[config.mk]
export PLATFORM = sky130hd
export DESIGN_NAME = gauss5_filter
export DESIGN_NICKNAME = d
export VERILOG_FILES = /design/src/rtl/gauss5_filter.sv
export SDC_FILE = /design/constraint.sdc
export NUM_CORES = 2
export LEC_CHECK = 0
export CORE_MARGIN = 4
export CORE_UTILIZATION = 65
export CTS_BUF_LIST = sky130_fd_sc_hd__clkbuf_8 sky130_fd_sc_hd__clkbuf_16
export DETAILED_ROUTE_END_ITERATION = 10
export PLACE_DENSITY = 0.9
export SYNTH_ARGS = -nofsm -noshare
export SYNTH_HDL_FRONTEND = slang
export SYNTH_SLANG_ARGS = --single-unit
[constraint.sdc]
create_clock -name clk -period 7.85 [get_ports clk]
set_input_delay 0.785 -clock clk [delete_from_list [all_inputs] [get_ports clk]]
set_output_delay 0.785 -clock clk [all_outputs]
set_load 0.02 [all_outputs]
[src/rtl/gauss5_filter.sv]
// Separable 5x5 Gaussian smoother: vertical 5-tap, horizontal 5-tap, >>16 with saturation.
// One output per input pixel; the two border columns on each side of a line are forced to zero.
module gauss5_filter #(
   parameter int unsigned   DW   = 8,
   parameter int unsigned   RW   = 32,
   parameter int unsigned   RD   = 8,
   parameter logic [RW-1:0] BASE = 32'h43C1_0000
) (
   input  logic            clk,
   input  logic            rst,
   input  logic            fsync,
   input  logic            hsync,
   input  logic [5*DW-1:0] din_col,
   input  logic            reg_wea,
   input  logic [RW-1:0]   reg_addra,
   input  logic [RD-1:0]   reg_wdata,
   output logic [DW-1:0]   dout,
   output logic            dout_valid,
   output logic            fsync_o,
   output logic            line_err
);
   localparam int unsigned VW = DW + RD + 3;
   localparam int unsigned HW = VW + RD + 3;
   localparam int unsigned NW = HW - 16;
   localparam int unsigned XW = 16;

   localparam logic [1:0] S_IDLE   = 2'd0;
   localparam logic [1:0] S_LINE   = 2'd1;
   localparam logic [1:0] S_FLUSH1 = 2'd2;
   localparam logic [1:0] S_FLUSH2 = 2'd3;

   function automatic logic [RD-1:0] coef_default(input int k);
      case (k)
         0, 4:    coef_default = RD'(6);
         1, 3:    coef_default = RD'(59);
         default: coef_default = RD'(128);
      endcase
   endfunction

   logic [RD-1:0] coef [5];
   logic [RD-1:0] shadow [5];
   logic [1:0]    state, state_nxt;
   logic [XW-1:0] x, x_nxt, x_inc;
   logic          hsync_d, fsync_d, fs_rise;
   logic          pix, flush, emit, zero, err_set;
   logic [VW-1:0] vsum;
   logic [VW-1:0] win [5];
   logic [HW-1:0] hsum;
   logic [NW-1:0] h_q;
   logic          e1, z1, e2, z2;
   logic [3:0]    fsync_pipe;

   assign fs_rise = fsync & ~fsync_d;
   assign x_inc   = (x == '1) ? x : x + XW'(1);

   // Emit tags: a pixel at column x emits output x-2; each flush cycle emits one trailing output.
   always_comb begin
      state_nxt = state;
      x_nxt     = x;
      pix       = 1'b0;
      flush     = 1'b0;
      emit      = 1'b0;
      zero      = 1'b0;
      err_set   = 1'b0;
      case (state)
         S_IDLE: begin
            if (hsync && !hsync_d) begin
               state_nxt = S_LINE;
               pix       = 1'b1;
               x_nxt     = XW'(1);
            end
         end
         S_LINE: begin
            if (hsync) begin
               pix   = 1'b1;
               x_nxt = x_inc;
               emit  = (x >= XW'(2));
               zero  = (x < XW'(4));
            end else begin
               state_nxt = S_FLUSH1;
            end
         end
         S_FLUSH1, S_FLUSH2: begin
            if (hsync) begin
               // New line arrived before the flush finished: pending trailing outputs are lost.
               state_nxt = S_LINE;
               pix       = 1'b1;
               x_nxt     = XW'(1);
               err_set   = 1'b1;
            end else begin
               flush     = 1'b1;
               zero      = 1'b1;
               emit      = (state == S_FLUSH2) || (x >= XW'(2));
               state_nxt = (state == S_FLUSH1) ? S_FLUSH2 : S_IDLE;
            end
         end
         default: state_nxt = S_IDLE;
      endcase
      if (!fsync) begin
         state_nxt = S_IDLE;
         x_nxt     = '0;
         pix       = 1'b0;
         flush     = 1'b0;
         emit      = 1'b0;
         err_set   = 1'b0;
      end
   end

   always_ff @(posedge clk or posedge rst) begin
      if (rst) begin
         state   <= S_IDLE;
         x       <= '0;
         hsync_d <= 1'b1;
         fsync_d <= 1'b1;
      end else begin
         state   <= state_nxt;
         x       <= x_nxt;
         hsync_d <= hsync;
         fsync_d <= fsync;
      end
   end

   // Shadow coefficients take bus writes; the active set swaps in at frame start.
   always_ff @(posedge clk or posedge rst) begin
      if (rst) begin
         for (int k = 0; k < 5; k++) begin
            coef[k]   <= coef_default(k);
            shadow[k] <= coef_default(k);
         end
      end else begin
         for (int k = 0; k < 5; k++) begin
            if (reg_wea && reg_addra == BASE + RW'(k)) shadow[k] <= reg_wdata;
            if (fs_rise) coef[k] <= shadow[k];
         end
      end
   end

   always_comb begin
      vsum = '0;
      for (int k = 0; k < 5; k++)
         vsum = vsum + VW'(coef[k]) * VW'(din_col[k*DW +: DW]);
   end

   always_comb begin
      hsum = '0;
      for (int k = 0; k < 5; k++)
         hsum = hsum + HW'(coef[k]) * HW'(win[4-k]);
   end

   // win[0] is the vertical stage register; win[4] holds the oldest column.
   always_ff @(posedge clk or posedge rst) begin
      if (rst) begin
         for (int k = 0; k < 5; k++) win[k] <= '0;
      end else if (pix || flush) begin
         win[0] <= pix ? vsum : '0;
         for (int k = 1; k < 5; k++) win[k] <= win[k-1];
      end
   end

   always_ff @(posedge clk or posedge rst) begin
      if (rst) begin
         e1         <= 1'b0;
         z1         <= 1'b0;
         e2         <= 1'b0;
         z2         <= 1'b0;
         h_q        <= '0;
         dout       <= '0;
         dout_valid <= 1'b0;
         fsync_pipe <= '0;
         fsync_o    <= 1'b0;
         line_err   <= 1'b0;
      end else begin
         e1         <= emit;
         z1         <= zero;
         e2         <= e1;
         z2         <= z1;
         h_q        <= NW'(hsum >> 16);
         dout_valid <= e2;
         if (z2)
            dout <= '0;
         else if (|h_q[NW-1:DW])
            dout <= '1;
         else
            dout <= h_q[DW-1:0];
         fsync_pipe <= {fsync_pipe[2:0], fsync};
         fsync_o    <= fsync_pipe[3];
         if (fs_rise) line_err <= 1'b0;
         if (err_set) line_err <= 1'b1;
      end
   end
endmodule

==> out/results.txt <==
Number of global-route vias before repair - 36830
Vias/cell - 5.865
Synthesized Nets - 5988
Register bit total from synthesis - 228
Critical-path top delay cell - dfrtp_1
Pre-antenna DRT Iters - 6
Fillers - 4552
Clock power share - 48.9%
Crit-path max cell delay - 880 ps
Worst Path Arrival - 8070 ps
Wl on met1 - 36350 um
I/O pin total - 96
NetSw - 0.6859 mW
CP top delay family - adder cells
CTS buffer count - 28
DRC violation total after the first TritonRoute iteration - 2695
Setup TNS - 0 ps
Met2 wire length - 56420 um
Core Util, Final - 69.30%
Yosys warnings - 0
Hold_buf cts - 0
CTS Buffer Depth - 3
Power Dens Cells - 55.86 mW/mm2
Commonest non-fill, non-tap cells in the layout - inv_1 (1086), fa_1 (995), nand2_1 (786)
Uppermost routed layer - met5
Met3 routed WL - 9664 um
CTS sink cnt - 228
Worst setup path class - reg -> reg
CTS tree - yes
# setup viols final - 0
Hold_ws - 345.5 ps
Die X - 268.3 um
IO buf count - 95
Fin cells - 5453
Post-synthesis sequential area ratio - 13.04%
H-tree depth - 1
Tot Pwr - 2.600 mW
Top post-synthesis cells by area - fa_1 (45%), dfrtp_1 (11%), inv_1 (9.2%)
Worst Clk Skew - 30.62 ps
Antenna violations before repair - 3
Inst Count DP - 5400
P_leak - 25.25 nW
DR vias - 31980
Core area - 0.06716 mm2
Total grt overflow - 0
Antenna Nets Post-Route - 0
Largest net degree at the start of global routing - 164
Tmin final - 7609 ps
Top_reg_cell synth - dfrtp_1
Switching share of power - 26.38%
Distinct cells, synth - 77
Global-route wire length before repair - 187800 um
Max Transition Viols Final - 0
Worst min path class - reg -> reg
Clk slew on worst S/H paths - 70 ps
Mapped cell area - 0.04405 mm2
Worst path cell trace - nand2_1 > fa_1 > fa_1 > inv_1 > fa_1 > fa_1 > fa_1 > fa_1 > fa_1 > inv_1 > fa_1 > inv_1 > ha_1 > and4_1 > nand3_1 > a2111oi_1 > buf_4 > a21oi_1 > xnor2_1
Residual DRC - 0
Top cell by count, worst path - fa_1
Status - completed
Worst VDD drop - 163.7 uV
Commonest non-fill, non-tap cell in the layout - inv_1
Root Buffer - clkbuf_16
CP Capture Type - flip-flop
Syn Area/Cell - 9.574 um2
Routed wire per std cell - 21.26 um
Area Overhead vs Synth - 5.652%
Worst skew pair latency - 600 ps
Max Cap Viol - 0
Gate Count Post-Synth - 4601
RD Place Congestion - 0.9614
Site Rows - 95
DIE AREA - 0.07200 mm2
RSZ-0062 raised after global routing - false
Critical Path Source Type - flip-flop
Area fraction of the dominant cell type after synthesis - 45.22%
Asr flop ratio synth - 100.0%
Combinational power share - 5.6%
Fmax - 131.4 MHz
Final wirelength - 116000 um
Total GRT Usage - 33.98%
Chip height - 268.3 um
Critical Path RT - 8310 ps
Post-DP HPWL - 93580 um
Initial Util - 65.59%
Crit path max fanout - 19
Slew HR - 26.93%
Period utilization - 96.93%
Nets@finish - 5944
CP Buf/Inv Count - 4
Area leader, netlist - fa_1
Layout cells sized above 1 - 5.154%
Post-synth EDFFs - 0
Final Hold Vio Count - 0
Int Power - 1.914 mW
Flop pwr share - 45.5%
Slew @ Worst Pin - 1096 ps
==> through the flow <==
step	setup slack (ps)	cell area, um2
2_1_floorplan	870.1	44050
3_3_place_gp	374.3	45660
3_5_place_dp	210.8	45660
4_1_cts	272.6	46530
5_1_grt	139.5	46540
6_report	240.8	46540
==> area by class of cell <==
type | count | area (um2) | area share [%]
inverters | 1081 | 4065 | 8.734
repair buffers | 150 | 1376 | 2.957
clock inverters | 22 | 135.1 | 0.2903
flip-flops and latches | 228 | 5749 | 12.35
well taps | 873 | 1092 | 2.347
diodes | 1 | 2.502 | 0.005377
clock buffers | 30 | 739.5 | 1.589
multi-input cells | 3068 | 33380 | 71.72
==> what timing repair did <==
action	4_1_cts	5_1_grt
resized for setup	0	4
setup endpoints to repair	0	2
buffers inserted	0	0
==> cells in the mapped netlist (all sizes together) (11+ instances only) <==
cell    number
o21ai       37
ha         307
and2       574
dfrtp      196
nand2b      13
clkbuf     202
nand3       14
nor3        16
nand2      788
fa         995
a21oi       33
mux2        80
nor4        12
nor2        49
inv       1081
xnor2       22
buf         22
dfstp       32
a21o        11
==> flip-flops by register name, summed over array words and instances, names as in the netlist <==
register and cells:
win 95, z1 1, dout_valid 1, fsync_o 1
e2 1, state 2, line_err 1, shadow 40
h_q 14, e1 1, hsync_d 1, fsync_d 1
dout 8, coef 40, fsync_pipe 4, z2 1
x 16
==> power groups by stage <==
stage                     Combinational, mW  Sequential (mW)  Clock (mW)
final                                 0.145             1.18        1.27
after global routing                  0.156             1.18        1.33
after CTS                             0.144             1.18        1.29
after detailed placement              0.144             1.20           0
after global placement                0.140             1.20           0
after floorplan                      0.0532             1.20           0
==> per-layer routing <==
metal  track usage [%]  vias to the layer above
li1                  -                    13220
met5                 0                        -
met1             36.90                    16130
met4             30.71                        2
met3             7.068                      803
met2             56.26                     1832
==> cell families after synthesis <==
group           count (synthesis)  synth area share (%)
compound gates                156                 2.517
xor+xnor                       28                0.5567
fa+ha+maj                    1302                 53.94
buf+inv                      1305                 11.21
flops                         228                 13.04
mux                            80                 2.045
simple gates                 1502                 16.69
==> final timing paths <==
kind,slack [ps],end,startpoint,cells past startpoint
setup / recovery,240,h_q[2],coef[17],19
hold / removal,350,fsync_pipe[2],fsync_pipe[1],0
setup reg to reg,240,h_q[2],coef[17],19
hold reg to reg,350,fsync_pipe[2],fsync_pipe[1],0
max in group asynchronous,5790,coef[36],rst,3
min in group asynchronous,680,coef[30],rst,2
Note: power is estimated with default switching activity, not from simulation.
